### src/rtl/mips_pkg.sv
// Shared definitions for the MIPS datapath multiplier.
//   mult_state_t : multiplier FSM states (IDLE, RUN, DONE)
//   MULT_WIDTH   : default operand width
//   MULT_CNT_W   : iteration counter width for MULT_WIDTH
//   MULT_PROD_W  : product width for MULT_WIDTH
package mips_pkg;

    localparam int unsigned MULT_WIDTH  = 32;
    localparam int unsigned MULT_CNT_W  = $clog2(MULT_WIDTH + 1);
    localparam int unsigned MULT_PROD_W = 2 * MULT_WIDTH;

    typedef enum logic [1:0] {
        IDLE,
        RUN,
        DONE
    } mult_state_t;

endpackage

### src/rtl/mips_mult_step.sv
// One shift-add multiply iteration.
// Conditionally adds the multiplicand into the upper half of the partial product,
// keeping the carry, then shifts {carry, acc} right by one.
//   acc_i   in  2*WIDTH  current partial product
//   mcand_i in  WIDTH    multiplicand magnitude
//   lsb_i   in  1        current multiplier LSB (add enable)
//   acc_o   out 2*WIDTH  next partial product
module mips_mult_step #(
    parameter int unsigned WIDTH = 32
) (
    input  logic [2*WIDTH-1:0] acc_i,
    input  logic [WIDTH-1:0]   mcand_i,
    input  logic               lsb_i,
    output logic [2*WIDTH-1:0] acc_o
);

    logic [WIDTH:0] sum;
    logic           unused_acc_lsb;

    always_comb begin
        sum = {1'b0, acc_i[2*WIDTH-1:WIDTH]} + (lsb_i ? {1'b0, mcand_i} : '0);
        // The carry becomes the new MSB; acc_i[0] falls off the bottom.
        acc_o = {sum, acc_i[WIDTH-1:1]};
    end

    assign unused_acc_lsb = acc_i[0];

endmodule

### src/rtl/mips_mult_unit.sv
// Multi-cycle shift-add multiplier for MULT/MULTU, result into HI/LO.
// Operands are converted to magnitudes on accept; the sign is reapplied when the
// product is written to hi/lo at DONE entry.
//   clk       in  1      clock
//   rst_n     in  1      asynchronous active-low reset
//   start     in  1      request a multiply (sampled only in IDLE)
//   signed_op in  1      1 = MULT, 0 = MULTU
//   op_a      in  WIDTH  multiplicand (rs)
//   op_b      in  WIDTH  multiplier (rt)
//   busy      out 1      high in RUN and DONE
//   done      out 1      one-cycle pulse, hi/lo hold the new product
//   hi        out WIDTH  product upper half
//   lo        out WIDTH  product lower half
// Build option MIPS_MULT_EARLY_EXIT_EN: leave RUN once the remaining multiplier
// is zero, realigning the partial product by the leftover iteration count.
module mips_mult_unit
    import mips_pkg::*;
#(
    parameter int unsigned WIDTH = MULT_WIDTH
) (
    input  logic             clk,
    input  logic             rst_n,
    input  logic             start,
    input  logic             signed_op,
    input  logic [WIDTH-1:0] op_a,
    input  logic [WIDTH-1:0] op_b,
    output logic             busy,
    output logic             done,
    output logic [WIDTH-1:0] hi,
    output logic [WIDTH-1:0] lo
);

    localparam int unsigned CNT_W  = $clog2(WIDTH + 1);
    localparam int unsigned PROD_W = 2 * WIDTH;

    mult_state_t       state_q, state_d;
    logic [PROD_W-1:0] acc_q, acc_next, prod_abs, prod_fin;
    logic [WIDTH-1:0]  mcand_q, mult_q, hi_q, lo_q, mag_a, mag_b;
    logic [CNT_W-1:0]  cnt_q;
    logic              neg_q, run_exit;
`ifdef MIPS_MULT_EARLY_EXIT_EN
    logic              mz_q;
`endif

    mips_mult_step #(.WIDTH(WIDTH)) u_step (
        .acc_i   (acc_q),
        .mcand_i (mcand_q),
        .lsb_i   (mult_q[0]),
        .acc_o   (acc_next)
    );

    always_comb begin
        mag_a = (signed_op && op_a[WIDTH-1]) ? -op_a : op_a;
        mag_b = (signed_op && op_b[WIDTH-1]) ? -op_b : op_b;
`ifdef MIPS_MULT_EARLY_EXIT_EN
        // mz_q is the zero test of the multiplier registered one iteration late,
        // keeping the wide compare off the exit path; the extra iteration only
        // shifts, and the realignment by cnt_q absorbs it.
        run_exit = (cnt_q == '0) || mz_q;
        prod_abs = acc_q >> cnt_q;
`else
        run_exit = (cnt_q == '0);
        prod_abs = acc_q;
`endif
        prod_fin = neg_q ? -prod_abs : prod_abs;
    end

    always_comb begin
        state_d = state_q;
        case (state_q)
            IDLE:    if (start) state_d = RUN;
            RUN:     if (run_exit) state_d = DONE;
            DONE:    state_d = IDLE;
            default: state_d = IDLE;
        endcase
    end

    always_ff @(posedge clk or negedge rst_n) begin
        if (!rst_n) state_q <= IDLE;
        else        state_q <= state_d;
    end

    always_ff @(posedge clk or negedge rst_n) begin
        if (!rst_n) begin
            acc_q   <= '0;
            mcand_q <= '0;
            mult_q  <= '0;
            cnt_q   <= '0;
            neg_q   <= 1'b0;
            hi_q    <= '0;
            lo_q    <= '0;
`ifdef MIPS_MULT_EARLY_EXIT_EN
            mz_q    <= 1'b0;
`endif
        end else begin
            case (state_q)
                IDLE: begin
                    if (start) begin
                        mcand_q <= mag_a;
                        mult_q  <= mag_b;
                        neg_q   <= signed_op & (op_a[WIDTH-1] ^ op_b[WIDTH-1]);
                        acc_q   <= '0;
                        cnt_q   <= CNT_W'(WIDTH);
`ifdef MIPS_MULT_EARLY_EXIT_EN
                        mz_q    <= 1'b0;
`endif
                    end
                end
                RUN: begin
                    if (run_exit) begin
                        hi_q <= prod_fin[PROD_W-1:WIDTH];
                        lo_q <= prod_fin[WIDTH-1:0];
                    end else begin
                        acc_q  <= acc_next;
                        mult_q <= mult_q >> 1;
                        cnt_q  <= cnt_q - CNT_W'(1);
`ifdef MIPS_MULT_EARLY_EXIT_EN
                        mz_q   <= (mult_q == '0);
`endif
                    end
                end
                default: ;
            endcase
        end
    end

    assign busy = (state_q != IDLE);
    assign done = (state_q == DONE);
    assign hi   = hi_q;
    assign lo   = lo_q;

endmodule

### config.mk
export PLATFORM = sky130hd
export DESIGN_NAME = mips_mult_unit
export DESIGN_NICKNAME = d
export VERILOG_FILES = /design/src/rtl/mips_pkg.sv /design/src/rtl/mips_mult_step.sv /design/src/rtl/mips_mult_unit.sv
export SDC_FILE = /design/constraint.sdc
export NUM_CORES = 1
export LEC_CHECK = 0
export CELL_PAD_IN_SITES_DETAIL_PLACEMENT = 1
export CELL_PAD_IN_SITES_GLOBAL_PLACEMENT = 1
export CORE_UTILIZATION = 34
export DETAILED_ROUTE_END_ITERATION = 8
export PLACE_DENSITY_LB_ADDON = 0.1
export SYNTH_ARGS = -nofsm -noshare
export SYNTH_HDL_FRONTEND = slang
export SYNTH_SLANG_ARGS = --single-unit
### constraint.sdc
create_clock -name clk -period 3.9 [get_ports clk]
set_input_delay 0.39 -clock clk [delete_from_list [all_inputs] [get_ports clk]]
set_output_delay 0.39 -clock clk [all_outputs]
set_load 0.02 [all_outputs]
==> results.toml <==
[yosys]
yosysTopAreaCell = "dfrtp_1"
yosysMostFrequentCell = "nand2_1"
synth_top_area_share_pct = 41.5
synth-warning-count = 0
synth_flop_cell = "dfrtp_1"
synth-seq-area-share_pct = 41.5
synth_edf_count = 0
ys_ff_latch = 201
async_reset_ff_share_pct = 100
synthTopCellsByCount = "nand2_1, dfrtp_1, o21ai_0, xor2_1, clkbuf_1"
synth_cell_types = 56
syn_nets = 1521
synthTopCellsByArea = "dfrtp_1, o21ai_0, xor2_1, nand2_1, ha_1"
syn_avg_cell_area_um2 = 8.58
syn_inst = 1415
synth_area_um2 = 12100

[cts]
cts.sinks = 201
insertion_delay_ns = 0.53
cts_root_buffer = "clkbuf_16"
cts_tree = "built"
post_cts_buffers = 0
numCtsBuffers = 25
cts_resized = 0
clk_pin_slew_ns = 0.06
hold_buffers = 0
htreeDepth = 1
clockBufferDepth = 3

[layout]
seqCellArea_um2 = 5030
area.growth.synth_to_final_pct = 21.4
drive_gt1_share_pct = 4.97
fillCellCount = 4108
multi_input_area_um2 = 6700
nets = 1617
final_area_um2 = 14700
diodes = 0

[place]
port_buffers = 133
place_area_um2 = 13900
dp_hpwl_um = 25500
place.gp.congestion = 0.870

[timing]
worst_pin_slew_ns = 1.06
slew_headroom_pct = 29.4
min_period_ns = 3.15
report.final.slew_viol_count = 0
fin_worst_skew_ns = 0.00860
timing.hold.ws_ns = 0.000920
finalSetupTns_ns = 0
clock.fmax_mhz = 318
rsz0062_at_grt = "false"
setup-violations-final = 0
final.period_utilization_pct = 80.7
finalHoldViolCount = 0

[drt]
route.vias.total = 10534
drtIter0Drc = 425
route.detailed.drc = 0
detail_route.first_pass.iterations = 5
wl_per_cell_um = 17.4
via_per_inst = 5.31
drt-total-wl_um = 34500
route.antenna.remaining_nets = 0

[die]
ioPinCount = 134
die_w_um = 191
design.core.area_um2 = 34800
die_y_um = 191
initial_core_util_pct = 34.9
die_area_um2 = 36400
num_rows = 68

[global_routing]
grt.overflow.total = 0
track_usage_pct = 19.3
grt_pass1_vias = 10844
grt_pass1_wl_um = 57400
antenna_found_initial = 0
grt_max_degree = 117

[power]
p_per_area_nw_per_um2 = 737
peakVddDrop_uv = 362
p_leak_nw = 6.18

[critical_path]
crit_arrival_ns = 3.55
rrSetupSlack_ns = 0.75
cp-startpoint = "acc_q[32]"
worstReg2RegStart = "acc_q[32]"
cp_max_fo = 6
cp-end-kind = "register"
critPathLaunchType = "register"
critical_path_class = "register to register"
worstPathRequired_ns = 4.31

[outcome]
status = "complete, no violations"

[min_path]
hold_class = "primary input to asynchronous set/reset pin"

[flow_run]
maxCapViolCount = 0
## state kept, by name (all words and copies together) (netlist names)
signal and cells:
acc_q 64, mult_q 32, neg_q 1, hi 32, mcand_q 32, state_q 2, lo 32, cnt_q 6
## stage by stage
stage          utilization [%]  setup slack, ns  power [W]  cells
2_1_floorplan                -            0.970    0.00683   1415
4_1_cts                   42.3            0.723     0.0110   1983
6_report                  42.3            0.754     0.0109   1983
3_5_place_dp              40.0            0.727    0.00865   1939
3_3_place_gp              40.0            0.761    0.00851   1939
5_1_grt                   42.3            0.497     0.0117   1983
## final timing paths
path                                to  depth (start not counted)
max in group asynchronous    acc_q[54]                          2
setup reg to reg             acc_q[59]                         10
setup / recovery             acc_q[59]                         10
hold / removal                   lo[2]                          1
hold reg to reg            mcand_q[13]                          2
min in group clk           mcand_q[13]                          2
## layout make-up
class	count	area share (%)
multi-input cells	1097	45.4
flip-flops and latches	201	34.1
repair buffers	155	10.3
clock buffers	38	5.05
well taps	455	3.86
inverters	31	0.790
clock inverters	6	0.442
## kinds of logic after synthesis
kind of cell    count (synthesis)  synth area share, %
fa+ha+maj                      38                 3.98
mux                             1               0.0825
flops                         201                 41.5
xor+xnor                      140                 10.1
simple gates                  463                 18.0
compound gates                455                 22.7
buf+inv                       117                 3.62
## cells in the final DEF (no fill, tap or decap), types with 9 or more instances in the layout
master and instances:
nor4_1 9, o31ai_1 34, a211oi_1 10, a21oi_1 63, clkbuf_16 25, and2_1 36
inv_1 31, nand2_1 224, o41ai_1 17, or4_1 15, a21o_1 16, nor2_1 52
a31oi_1 15, nand3_1 30, o21bai_1 9, buf_4 21, a22oi_1 21, or3_1 23
xor2_1 98, nor3_1 18, o21ai_1 60, xnor2_1 42, clkdlybuf4s50_1 132, ha_1 37
dfrtp_1 200, nand4_1 20, o21ai_0 173
## critical path: stages (launching register included)
cell and delay, ns:
dfrtp_1 0.49, ha_1 0.26, inv_1 0.07, fa_1 0.39, nor2b_1 0.16, o2111ai_1 0.15
a21oi_1 0.30, o21ai_1 0.25, o31a_1 0.43, o2111a_1 0.25, a221o_1 0.26
## per-layer routing
metal  part of all wire (%)  vias up  track usage, %
met3                    4.0       25            2.29
met1                     50     5093            28.0
li1                       -     5232               -
met5                      0        -               0
met2                     44      184            31.0
met4                    1.2        0            3.51
## report_power, final
part | switching [W] | internal, W | total [W]
sequential | 0.000714 | 0.00282 | 0.00353
clock | 0.000911 | 0.00138 | 0.00229
combinational | 0.00305 | 0.00199 | 0.00504
Power figures use the tool's default switching activity.
==> patch 1, RTL diff (config.mk and constraints unchanged) <==
The option `MIPS_MULT_EARLY_EXIT_EN` is turned on by a define.
--- a/src/rtl/mips_mult_unit.sv
+++ b/src/rtl/mips_mult_unit.sv
@@ -13,6 +13,8 @@
 //   lo        out WIDTH  product lower half
 // Build option MIPS_MULT_EARLY_EXIT_EN: leave RUN once the remaining multiplier
 // is zero, realigning the partial product by the leftover iteration count.
+`define MIPS_MULT_EARLY_EXIT_EN
+
 module mips_mult_unit
     import mips_pkg::*;
 #(
Check against the original RTL: not equivalent (Yosys sat finds a counterexample within 4 cycles, from zero or initial values and one cycle with rst_n low).
==> patch 1 against the original RTL <==
  * The flow now finishes with violations (design-rule violations, negative setup slack)
  * Sequential share of layout area down 14 points
  * Sequential cell count up 1
  * Power rose to 2.7 times the old value
  * Design area up 75%
  * Maximum frequency down 27%
  * Area after synthesis up 51%
  * Final cell count up 69%
  * Combinational power rose to 4.5 times the old value
  * Setup slack worse by 1.2 ns
  * Via count up 86%
  * Wire length rose to 2.5 times the old value
  * Hold slack better by 0.45 ns
  * Sequential power up 16%
==> patch 1: results (changes against the original RTL) <==
Place
  • Placed cell area: 0.02378 mm^2 (+71%)
  • Placed insts: 3,274 (+69%)
  • DP HPWL: 69,460 um (+170%)

Final layout
  • Clock buffer cells: 30 (-21%)
  • NonClk Buf Share: 21.56% (+11 points)
  • Fillers: 6,176 (+50%)
  • Layout cells sized above 1: 31.46% (+26 points)
  • Multi-input gate area: 0.01315 mm^2 (+96%)
  • Area growth syn-to-layout: 40.30%
  • Seq_cells: 202 (+0.50%)
  • Inverter count: 35 (+13%)
  • Storage element area: 0.005069 mm^2 (+0.75%)
  • Non-clk bufs: 646 (+320%)
  • Ant. Diodes: 1 (+1)
  • # nets final: 2,751 (+70%)
  • Clk cell area share: 3.769% (-1.7 points)

Detailed routing
  • Met1 WL: 37,920 um (+120%)
  • Vias/cell: 5.832 (+9.8%)
  • DR WL/cell: 25.96 um (+49%)
  • Via count: 19,550 (+86%)
  • Met2 routed WL: 41,760 um (+170%)
  • Metal3 WL: 4163 um (+200%)
  • DRC violations left: 12 (+12)

Worst setup path
  • Delay-heaviest family, CP: simple AND/OR/NAND/NOR gates
  • CP arrival: 4.78 ns (+1.23 ns)
  • Reg2Reg Depth: 15 (+5)
  • CP Max Fanout: 8 (+2)
  • Worst Setup EP: hi[24]
  • Max incr delay on CP: 0.56 ns (+0.07 ns)
  • Reg-to-reg slack, setup: -0.43 ns (-1.18 ns)

Floorplan
  • Die area: 0.05486 mm^2 (+51%)

Global route
  • Initial antenna violation count: 1 (+1)
  • Met2 GRT Util: 54.08% (+23 points)
  • Overall routing resource usage: 31.84% (+13 points)
  • Met3 Use GR: 3.307% (+1.0 points)
  • First-pass GRT wire length: 131,300 um (+130%)

Clocking
  • CTS Buf Count: 26 (+4.0%)
  • Post-CTS Hold Fix Bufs: 1 (+1)
  • # Post-CTS Setup Buffers: 19 (+19)

Yosys
  • Top area cells in the synthesized netlist: dfrtp_1 28%, mux4_2 9.9%, nand2_1 6.3%
  • Post-Syn Instances: 2,132 (+51%)
  • Syn nets: 2,238 (+47%)
  • Synth cell types: 88 (+57%)
  • Top post-synthesis cells by count: 307 x nand2_1, 217 x o21ai_0, 202 x dfrtp_1, 121 x nor2_1, 106 x clkbuf_1

Pwr
  • Lkg Pwr: 0.01110 uW (+80%)
  • Peak supply drop: 0.4753 mV (+31%)

Run status
  • Failing checks: design-rule violations, negative setup slack
  • Outcome: complete, but fails checks

STA
  • Rel. slew slack: 31.71% (+2.3 points)
  • Setup Skew: 0.009999 ns (+0.001403 ns)
  • # setup viols final: 57 (+57)
  • Worst Slack Setup Final: -0.4290 ns (-1.183 ns)
## patch 1: changes by cell type after synthesis, moves of 23 or more
cell,change
mux2_2,+59
mux2i_1,+79
clkbuf_1,+25
xor2_1,-38
nand3_1,+63
nor3_1,+23
o21ai_1,-60
mux4_2,+81
nand2_1,+82
nor2_1,+68
o21ai_0,+44
xnor2_1,+38
## patch 1: per-stage QoR
stage	setup WS [ns]	TNS [ns]
after floorplan	-0.5100	-11.46
after global placement	-0.7083	-26.57
after detailed placement	-0.7494	-31.33
after CTS	-0.3741	-7.455
after global routing	-0.5601	-22.44
final	-0.4290	-13.89
## patch 1: report_power, final
part,total [uW],internal (uW),leakage [uW],switching (uW)
registers,4090,2960,0.00261,1120
clock network,2700,1700,0.000477,1000
logic,22500,10400,0.00801,12100
## patch 1: cell families after synthesis
kind of cell	synth area share [%]
AND/OR/NAND/NOR	19.43
AO/OA/AOI/OAI	20.62
multiplexers	18.18
flip-flops	27.57
buffers and inverters	4.872
XOR/XNOR	6.687
adder cells (fa/ha/maj)	2.634
==> patch 2, RTL diff (config.mk and constraints unchanged) <==
Without the edit above. Make the reset (`rst_n`) synchronous in 2 clocked blocks. Comments in the files are not updated.
--- a/src/rtl/mips_mult_unit.sv
+++ b/src/rtl/mips_mult_unit.sv
@@ -75,12 +75,12 @@
         endcase
     end
 
-    always_ff @(posedge clk or negedge rst_n) begin
+    always_ff @(posedge clk) begin
         if (!rst_n) state_q <= IDLE;
         else        state_q <= state_d;
     end
 
-    always_ff @(posedge clk or negedge rst_n) begin
+    always_ff @(posedge clk) begin
         if (!rst_n) begin
             acc_q   <= '0;
             mcand_q <= '0;
Function: differs if rst_n is asserted again (counterexample within 4 cycles, from zero or initial values and one cycle with rst_n low); with rst_n held inactive, the same outputs for 10 cycles.
==> patch 2 against the original RTL <==
  * Wire length fell by 1.9%
  * Setup slack worse by 0.075 ns
  * Design area is 5.8% lower
  * Area after synthesis down 6.3%
  * Die area fell by 6.3%
  * Clock skew grew 0.0079 ns
  * Sequential cell count did not move
  * Critical path type unchanged
  * Largest cell class unchanged
  * Highest routed layer unchanged
Power is not compared: it rests on default switching activity, and its combinational part moved more than twofold at a synthesized area within 25%.
==> patch 2: results (changes against the original RTL) <==
Yosys
  • Syn nets: 1,505 (-1.1%)
  • Multiplexer area fraction after synthesis: 0.1761% (+0.094 points)
  • Synth Area in Compound Gates: 25.86% (+3.1 points)
  • Synth cell types: 62 (+11%)
  • Dominant synthesized flop cell: dfxtp_1
  • XOR/XNOR Fraction of Synth Area: 11.33% (+1.2 points)
  • Seq/Total Area, Yosys: 35.40% (-6.0 points)
  • Ys async rst share: 0% (-100 points)
  • Top area cells in the synthesized netlist: dfxtp_1 35%, xor2_1 8.2%, nor2_1 5.6%
  • Synth Area in Adders: 4.249% (+0.27 points)
  • Top post-synthesis cells by count: 201 x dfxtp_1, 170 x nor2_1, 110 x nand2_1, 107 x o21ai_0, 106 x xor2_1

STA
  • Setup Skew: 0.01649 ns (+0.007894 ns)
  • Worst slew pin tran: 1.066 ns (+0.009306 ns)

Worst setup path
  • CP arrival: 3.61 ns (+0.06 ns)
  • Crit-path slowest cell: or3b_2
  • Reg-to-reg slack, setup: 0.68 ns (-0.08 ns)
  • CP Max Fanout: 11 (+5)
  • Max incr delay on CP: 0.55 ns (+0.06 ns)

Run status
  • Outcome: finished clean

Detailed routing
  • Router iterations before antenna repair: 6 (+1)
  • Final WL: 33,890 um (-1.9%)
  • Via count: 10,420 (-1.1%)
  • Initial DRC Count: 514 (+21%)

Clocking
  • H-tree levels: 1 (unchanged)

Global route
  • Largest net degree at the start of global routing: 77 (-34%)
  • Initial antenna violation count: 0 (unchanged)
  • Overall routing resource usage: 20.14% (+0.82 points)
  • First-pass GRT wire length: 55,660 um (-3.1%)

Min path
  • Hold WC Path Type: reg -> reg

Place
  • Routability cong.: 0.8505 (-2.3%)
  • DP HPWL: 25,060 um (-1.8%)
  • Placed cell area: 0.01309 mm^2 (-6.0%)

Final layout
  • # nets final: 1,593 (-1.5%)
  • Layout cells sized above 1: 5.655% (+0.68 points)
## patch 2: metrics by stage
step / utilization [%] / hold WS, ns / instances / worst slack [ns]
after floorplan: - / 0.4174 / 1399 / 0.9538
after global placement: 40.04 / 0.4428 / 1902 / 0.5057
after detailed placement: 40.04 / 0.4515 / 1902 / 0.4740
after CTS: 42.47 / 0.4640 / 1945 / 0.6637
after global routing: 42.47 / 0.4802 / 1945 / 0.3943
final: 42.47 / 0.4554 / 1945 / 0.6784
## patch 2: power by group through the flow
stage / clock network, uW / logic, uW / registers (uW)
after global routing: 2420 / 2750 / 2770
after global placement: 0 / 2460 / 2750
after detailed placement: 0 / 2510 / 2760
after CTS: 2340 / 2520 / 2720
after floorplan: 0 / 1300 / 2920
final: 2260 / 2480 / 2710
## patch 2: cell families (layout without fill, tap and decap cells)
kind of cell	Yosys count	count (layout)
muxes	2	2
xor gates and xnor gates	147	147
and+or+nand+nor	454	454
buffers and inverters	117	221
AOI/OAI and AO/OA	440	440
adders and majority gates	38	38
DFF	201	201
## patch 2: worst paths after layout
path | from | end | cells past startpoint
max | mult_q[0] | acc_q[61] | 12
min | mcand_q[28] | mcand_q[28] | 2
max reg2reg | mult_q[0] | acc_q[61] | 12
min reg2reg | mcand_q[28] | mcand_q[28] | 2
## patch 2: area by class of cell
cell class                 instances  area [um^2]
multi-input combinational       1081         6913
timing repair buffer             153         1506
clock inverter                     8        100.1
fill                            3920        18810
clock buffer                      35        693.2
sequential                       201         4025
tap                              442        553.0
inverter                          25        96.34
## patch 2: worst register-to-register path: stages, from the launching register on
cell,delay (ns)
dfxtp_1,0.38
and2_1,0.20
ha_1,0.23
inv_1,0.08
fa_1,0.21
nor2b_1,0.08
o211ai_1,0.24
a21boi_0,0.16
o31ai_1,0.43
or3b_2,0.55
a211oi_1,0.28
xor2_1,0.16
o21ai_0,0.08
## patch 2: metal layers
metal	track usage [%]	share of wire, %	up-vias
met3	2.202	3.4	42
met4	4.364	1.6	0
met5	0	0	-
met2	32.32	44	181
li1	-	-	5265
met1	28.85	51	4934
